**config.mk**
```make
export PLATFORM = sky130hd
export DESIGN_NAME = byte_unstriping_n
export DESIGN_NICKNAME = d
export VERILOG_FILES = /design/src/rtl/byte_unstriping_n_pkg.sv /design/src/rtl/byte_unstriping_n_lane_fifo.sv /design/src/rtl/byte_unstriping_n.sv
export SDC_FILE = /design/constraint.sdc
export NUM_CORES = 1
export LEC_CHECK = 0
export BUFFER_PORTS_ARGS = -buffer_cell sky130_fd_sc_hd__buf_2
export CORE_MARGIN = 5
export CORE_UTILIZATION = 55
export CTS_CLUSTER_DIAMETER = 120
export CTS_CLUSTER_SIZE = 8
export DETAILED_ROUTE_END_ITERATION = 7
export PLACE_DENSITY_LB_ADDON = 0.25
export SLEW_MARGIN = 20
export SYNTH_ARGS = -nofsm -noshare
export SYNTH_HDL_FRONTEND = slang
export SYNTH_SLANG_ARGS = --single-unit
```
**constraint.sdc**
```tcl
create_clock -name CLK -period 5.14 [get_ports CLK]
set_input_delay 1.028 -clock CLK [delete_from_list [all_inputs] [get_ports CLK]]
set_output_delay 1.028 -clock CLK [all_outputs]
set_load 0.03 [all_outputs]
```
**src/rtl/byte_unstriping_n_pkg.sv**
```systemverilog
// byte_unstriping_n_pkg: shared lane-count/width defaults and clog2 helper for the striping stages
package byte_unstriping_n_pkg;
  localparam int LANES_DEFAULT = 4;
  localparam int LANE_W_DEFAULT = 8;
  function automatic int clog2(input int v);
    int r = 0;
    while ((1 << r) < v) r++;
    return r;
  endfunction
endpackage

```
**src/rtl/byte_unstriping_n_lane_fifo.sv**
```systemverilog
// lane_fifo: single-clock sync FIFO; a push into a full FIFO is taken when it pops the same cycle
module lane_fifo
  import byte_unstriping_n_pkg::*;
#(
  parameter int DATA_WIDTH = LANE_W_DEFAULT,
  parameter int FIFO_DEPTH = 4
) (
  input  logic                  clk,
  input  logic                  rst,
  input  logic                  push,
  input  logic                  pop,
  input  logic [DATA_WIDTH-1:0] wdata,
  output logic [DATA_WIDTH-1:0] rdata,
  output logic                  full,
  output logic                  empty
);
  localparam int AW = clog2(FIFO_DEPTH);
  logic [AW-1:0] wr_q, wr_d, rd_q, rd_d;
  logic [AW:0] cnt_q, cnt_d;
  logic [DATA_WIDTH-1:0] mem_q [FIFO_DEPTH];
  logic [DATA_WIDTH-1:0] mem_d [FIFO_DEPTH];
  logic do_push, do_pop;
  assign full  = cnt_q == (AW+1)'(FIFO_DEPTH);
  assign empty = cnt_q == '0;
  assign rdata = mem_q[rd_q];
  always_comb begin
    do_pop  = pop && !empty;
    do_push = push && (!full || do_pop);
    mem_d = mem_q;
    if (do_push) mem_d[wr_q] = wdata;
    wr_d  = do_push ? wr_q + 1'b1 : wr_q;
    rd_d  = do_pop ? rd_q + 1'b1 : rd_q;
    cnt_d = cnt_q + (AW+1)'(do_push) - (AW+1)'(do_pop);
  end
  always_ff @(posedge clk) begin
    mem_q <= mem_d;
    if (rst) begin
      wr_q  <= '0;
      rd_q  <= '0;
      cnt_q <= '0;
    end else begin
      wr_q  <= wr_d;
      rd_q  <= rd_d;
      cnt_q <= cnt_d;
    end
  end
endmodule

```
**src/rtl/byte_unstriping_n.sv**
```systemverilog
// byte_unstriping_n: merges per-lane FIFOs into one lane-ordered stream via a non-skipping round-robin pointer
module byte_unstriping_n
  import byte_unstriping_n_pkg::*;
#(
  parameter int NUM_LANES  = LANES_DEFAULT,
  parameter int DATA_WIDTH = LANE_W_DEFAULT,
  parameter int FIFO_DEPTH = 4
) (
  input  logic                            CLK,
  input  logic                            RESET,
  input  logic [NUM_LANES*DATA_WIDTH-1:0] LANE_DATA,
  input  logic [NUM_LANES-1:0]            LANE_VALID,
  output logic [DATA_WIDTH-1:0]           DATA_OUT,
  output logic                            VALID_OUT,
  output logic [clog2(NUM_LANES)-1:0]     LANE_SEL,
  output logic [NUM_LANES-1:0]            OVERFLOW
);
  localparam int SW = clog2(NUM_LANES);
  logic [SW-1:0] rr_q, rr_d;
  logic [DATA_WIDTH-1:0] data_q, data_d;
  logic valid_q, valid_d;
  logic [NUM_LANES-1:0] ovf_q, ovf_d, pop, full, empty;
  logic [DATA_WIDTH-1:0] rdata [NUM_LANES];
  for (genvar i = 0; i < NUM_LANES; i++) begin : g_lane
    lane_fifo #(.DATA_WIDTH(DATA_WIDTH), .FIFO_DEPTH(FIFO_DEPTH)) u_fifo (
      .clk  (CLK),
      .rst  (RESET),
      .push (LANE_VALID[i]),
      .pop  (pop[i]),
      .wdata(LANE_DATA[i*DATA_WIDTH +: DATA_WIDTH]),
      .rdata(rdata[i]),
      .full (full[i]),
      .empty(empty[i])
    );
  end
  always_comb begin
    pop = '0;
    pop[rr_q] = !empty[rr_q];
    valid_d = !empty[rr_q];
    data_d  = valid_d ? rdata[rr_q] : data_q;
    rr_d    = !valid_d ? rr_q : rr_q == SW'(NUM_LANES-1) ? '0 : rr_q + 1'b1;
    ovf_d   = ovf_q | (LANE_VALID & full & ~pop);
  end
  always_ff @(posedge CLK) begin
    if (RESET) begin
      rr_q    <= '0;
      data_q  <= '0;
      valid_q <= 1'b0;
      ovf_q   <= '0;
    end else begin
      rr_q    <= rr_d;
      data_q  <= data_d;
      valid_q <= valid_d;
      ovf_q   <= ovf_d;
    end
  end
  assign DATA_OUT  = data_q;
  assign VALID_OUT = valid_q;
  assign LANE_SEL  = rr_q;
  assign OVERFLOW  = ovf_q;
endmodule

```
* Word level (Yosys, flattened, before mapping)
Index checks and enable logic that the tools add are counted.
Operators by class: magnitude comparators 15, muxes and demuxes 32, add/sub/neg operators 17, reduce and logical (&&, ||, !) cells 30, equality and inequality tests 5, bitwise operators 14
Operators by type and width (count):
- bitwise mux 32 bit | 4
- 2-to-1 mux 8 bit | 14
- binary-select mux 8 bit (select 2 bit) | 5
- demux 8 bit (select 2 bit) | 4
- >= comparator 3 bit (second input constant) | 9
- inverter 2 -> 3 bit | 9
- adder 2 x 1 -> 2 bit (second input constant) | 9
- logical AND 1 bit | 13
- adder 3 x 1 -> 3 bit | 4
- AND 4 bit | 3
- equality test 3 bit (second input constant) | 4
- logical NOT 3 bit | 4
- < comparator 3 x 1 -> 1 bit (second input constant) | 4
- subtractor 3 x 1 -> 3 bit | 4
- logical NOT 1 bit | 9
- logical OR 1 bit | 4
- inverter 4 bit | 1
- bitwise OR 4 bit | 1
- < comparator 2 x 3 -> 1 bit (second input constant) | 1
- binary-select mux 1 bit (select 2 bit) | 1
- demux 1 bit (select 2 bit) | 1
- equality test 2 bit (second input constant) | 1
- >= comparator 2 x 1 -> 1 bit (second input constant) | 1
- 2-to-1 mux 1 bit | 2
- 2-to-1 mux 2 bit | 1
Storage, ports and cells: flip-flop bits (word level) 171, output and inout bits 15, word-level logic and storage cells 145, input port bits 38

* Depth between registers and ports, before layout
depth in word-level cells 10, gate-level depth with buffers 13, depth with buffers taken out 12

* By module
From an unflattened synthesis, not the netlist that was laid out.
Unflattened totals: cell total of the unflattened synthesis 421, area, all modules 7275.7 sq um
By module, submodules not included:
- lane_fifo | instances 4, cells each 86, area each 1605.3 sq um, seq. area each 1101.1 sq um
- byte_unstriping_n | instances 1, cells each 77, area each 854.6 sq um, seq. area each 300.3 sq um

* Worst setup path before layout
OpenSTA, ideal clock, no wires.
kind reg2reg, from reg rr_q[1], in the netlist LANE_SEL[1], to reg g_lane[0].u_fifo.cnt_q[2], path slack 2.259 ns, path buffers 2, cell stages (with the launch flop) 13, required time 5.012 ns, data arrival time 2.754 ns, period minus slack after synthesis 2.881 ns, cells stage by stage dfxtp_1 mux4_2 buf_6 clkbuf_1 nor2_1 ha_1 inv_1 ha_1 inv_1 fa_1 xor2_1 xnor2_1 nor2_1
On the way: longest elaborated chain between the ends 10, elaborated cells between the ends (all ways) 14
RTL lines:
- start, declared | line byte_unstriping_n.sv:19 | logic [SW-1:0] rr_q, rr_d;
- start signal, assigned | line byte_unstriping_n.sv:51 | rr_q <= rr_d;
- < comparator 2 x 3 -> 1 bit (not written as such) / >= comparator 2 x 1 -> 1 bit (equally long branches) | line byte_unstriping_n.sv:38 | pop[rr_q] = !empty[rr_q];
- logical AND 1 bit (not written as such) | line byte_unstriping_n.sv:38
- 2-to-1 mux 1 bit (not written as such) | line byte_unstriping_n.sv:38
- demux 1 bit (select 2 bit) | line byte_unstriping_n.sv:38
- AND 4 bit (no source line) *
- logical AND 1 bit * | line byte_unstriping_n_lane_fifo.sv:27 | do_pop = pop && !empty;
- net g_lane[0].u_fifo.do_pop | line byte_unstriping_n_lane_fifo.sv:22 | logic do_push, do_pop;
- logical OR 1 bit | line byte_unstriping_n_lane_fifo.sv:28 | do_push = push && (!full || do_pop);
- logical AND 1 bit | line byte_unstriping_n_lane_fifo.sv:28
- adder 3 x 1 -> 3 bit | line byte_unstriping_n_lane_fifo.sv:33 | cnt_d = cnt_q + (AW+1)'(do_push) - (AW+1)'(do_pop);
- subtractor 3 x 1 -> 3 bit * | line byte_unstriping_n_lane_fifo.sv:33
- end signal, assigned | line byte_unstriping_n_lane_fifo.sv:44 | cnt_q <= cnt_d;
- end, declared | line byte_unstriping_n_lane_fifo.sv:19 | logic [AW:0] cnt_q, cnt_d;
Mark *: on every way through the listed nets, which the timed path passes. The rest lies on a longest branch. The select of a mux whose other input is x is not followed. A chain may end at the register's enable or synchronous reset.

* Worst setup path after layout
Ends and elaborated chain as after synthesis.

==> results.json <==
{
  "status": "finished clean",
  "ant_nets": 0,
  "synth_cells": 473,
  "stdcell_count": 714,
  "grt_start_max_net_pins": 52,
  "async_flop_share": 0,
  "setup.worst_path.end_class": "register",
  "cp_max_fo": 31,
  "slew_viol_final": 0,
  "clock_power_share": 0.302,
  "dr.pass1.iters": 4,
  "die_h_um": 125,
  "synth_top_area_cell": "edfxtp_1",
  "worst-path-buf-inv": 2,
  "cts.sinks": 171,
  "path_clk_slew_ns": 0.07,
  "vias_per_cell": 5.60,
  "r2r_cells": 10,
  "synth_top_area_frac": 0.528,
  "wire_per_inst_um": 18.6,
  "track_usage": 0.178,
  "clock_skew_ns": 0.00883,
  "cp-start-kind": "register",
  "cts_tree": "yes",
  "cpPeakStageDelay_ns": 0.84,
  "cp.required_ns": 5.42,
  "rsz0062_at_grt": "no",
  "clock_path_buffers": 2,
  "ios": 53,
  "worstSkewPairLatency_ns": 0.42,
  "criticalPathCategory": "reg -> reg",
  "gp_congestion": 0.806,
  "crit_arrival_ns": 3.30,
  "drtIter0Drc": 277,
  "rows": 42,
  "grt_pass1_vias": 4040,
  "synth.avg_cell_area_um2": 15.4,
  "worstMarginPinSlew_ns": 0.814,
  "syn_nets": 543,
  "die_area_um2": 15600,
  "totalWireLength_um": 13300,
  "path_delay_family": "multiplexers",
  "synth.distinct_cells": 43,
  "slew_headroom": 0.457,
  "postCtsSetupRepairBufs": 0,
  "p_seq_frac": 0.442,
  "synth_ff_type": "edfxtp_1",
  "hpwl_um": 9360,
  "h-tree-depth": 4,
  "die_w_um": 125,
  "cts_made_buffers": 17,
  "start_util": 0.554,
  "hold_path.class": "reg -> reg",
  "grt_pass1_wl_um": 21100,
  "setup_tns_ns": 0,
  "n_antenna_cell": 0,
  "hold_violations": 0,
  "leakagePower_nw": 2.95,
  "power_density_nw_per_um2": 522,
  "drc_errors": 0,
  "slowest_stage": "mux4_2",
  "syn_area_um2": 7280,
  "num_vias": 3997,
  "ctsHoldBuffers": 0,
  "final_cell_mix": "128 x edfxtp_1, 52 x buf_2, 43 x dfxtp_1",
  "internal_power_mw": 2.99,
  "root_buffer": "clkbuf_16",
  "cts_resized": 0,
  "cap_violations": 0,
  "nNetsFinal": 595,
  "core_um2": 13100,
  "period_needed_ns": 3.01,
  "whs_path_depth": 2,
  "synth-edff-count": 128,
  "cp.depth": 10,
  "worstPathCellList": "mux4_2, nor2_1, ha_1, inv_1, ha_1, inv_1, fa_1, xor2_1, xnor2_1, nor2_1",
  "yosysWarnings": 0,
  "drive_above_1_share": 0.234,
  "yosysSeqAreaShare": 0.646,
  "synth_area_leaders": "edfxtp_1 53%, dfxtp_1 12%, mux4_2 11%",
  "port-buffer-count": 52,
  "syn_to_final_growth_pct": 13.9,
  "globalRouteOverflowTotal": 0,
  "final-setup-viol-count": 0,
  "place_inst": 682,
  "fmax_mhz": 332,
  "p_sw_mw": 1.34,
  "post-route-period-util": 0.586,
  "switching_share": 0.309,
  "ys_seq_elements": 171,
  "combPwrFrac": 0.256,
  "final_common_cell": "edfxtp_1",
  "antenna_found_initial": 0,
  "peakVddDrop_uv": 333
}
[metrics by stage]
step	cell area [µm²]	setup WS [ns]	utilization	hold slack, ns	power (mW)
2_1_floorplan	7280	2.26	-	0.482	2.74
3_3_place_gp	7680	2.22	0.585	0.434	3.01
3_5_place_dp	7680	2.12	0.585	0.440	3.06
4_1_cts	8290	2.12	0.631	0.449	4.38
5_1_grt	8290	1.90	0.631	0.463	4.58
6_report	8290	2.13	0.631	0.445	4.33
[flip-flops by register name, summed over array words and instances (netlist names)]
register             flops
g_lane.u_fifo.mem_q    128
g_lane.u_fifo.wr_q       8
OVERFLOW                 4
g_lane.u_fifo.rd_q       8
g_lane.u_fifo.cnt_q     12
LANE_SEL                 2
DATA_OUT                 8
VALID_OUT                1
[path summary, 6_finish.rpt]
| kind | start | end | slack (ns) |
|---|---|---|---|
| worst min register to register | OVERFLOW[2] | OVERFLOW[2] | 0.44 |
| worst max register to register | LANE_SEL[1] | g_lane[0].u_fifo.cnt_q[2] | 2.13 |
| worst max-delay path | LANE_SEL[1] | g_lane[0].u_fifo.cnt_q[2] | 2.13 |
| worst min-delay path | OVERFLOW[2] | OVERFLOW[2] | 0.44 |
[power by group through the flow]
stage / combinational [mW] / sequential, mW / clock, mW
6_report: 1.11 / 1.91 / 1.31
5_1_grt: 1.24 / 1.95 / 1.39
4_1_cts: 1.12 / 1.92 / 1.34
3_5_place_dp: 1.11 / 1.95 / 0
3_3_place_gp: 1.08 / 1.93 / 0
2_1_floorplan: 0.818 / 1.92 / 0
[per-layer routing]
layer / up-vias / global-route usage / share of wire
li1: 1889 / - / -
met2: 109 / 0.291 / 0.52
met5: - / 0 / 0
met3: 16 / 0.0473 / 0.065
met4: 0 / 0.0784 / 0.017
met1: 1983 / 0.224 / 0.40
[synthesized netlist by cell type (6+ instances only)]
cell and count:
nor2b_1 8, a22o_1 8, ha_1 28, or3_1 9, mux4_2 34, nand2b_1 9, nand2_1 9, a21oi_1 13
nand3b_1 9, buf_1 7, xnor2_1 7, mux2i_1 6, and2_1 17, edfxtp_1 128, inv_1 40, o21ai_0 15
a221oi_1 8, dfxtp_1 43, nor2_1 23, clkbuf_1 8
[kinds of logic after synthesis]
logic type	Yosys count	synth area share
DFF	171	0.646
and+or+nand+nor	100	0.0773
AOI/OAI and AO/OA	59	0.0564
buffers and inverters	59	0.0320
muxes	44	0.120
adders and majority gates	32	0.0591
xor gates and xnor gates	8	0.00962
[worst register-to-register path, cell delays in order (launching register included)]
cell	delay, ns
dfxtp_1	0.63
mux4_2	0.85
nor2_1	0.20
ha_1	0.24
inv_1	0.05
ha_1	0.12
inv_1	0.04
fa_1	0.37
xor2_1	0.18
xnor2_1	0.14
nor2_1	0.06
[area by class of cell]
| class | instances | area [µm²] |
|---|---|---|
| clock buffers | 17 | 425 |
| clock inverters | 15 | 186 |
| fillers | 973 | 4850 |
| inverters | 40 | 150 |
| multi-input cells | 243 | 2340 |
| flip-flops and latches | 171 | 4700 |
| well taps | 176 | 220 |
| repair buffers | 52 | 260 |
No activity file was read; power rests on OpenSTA's default activity.
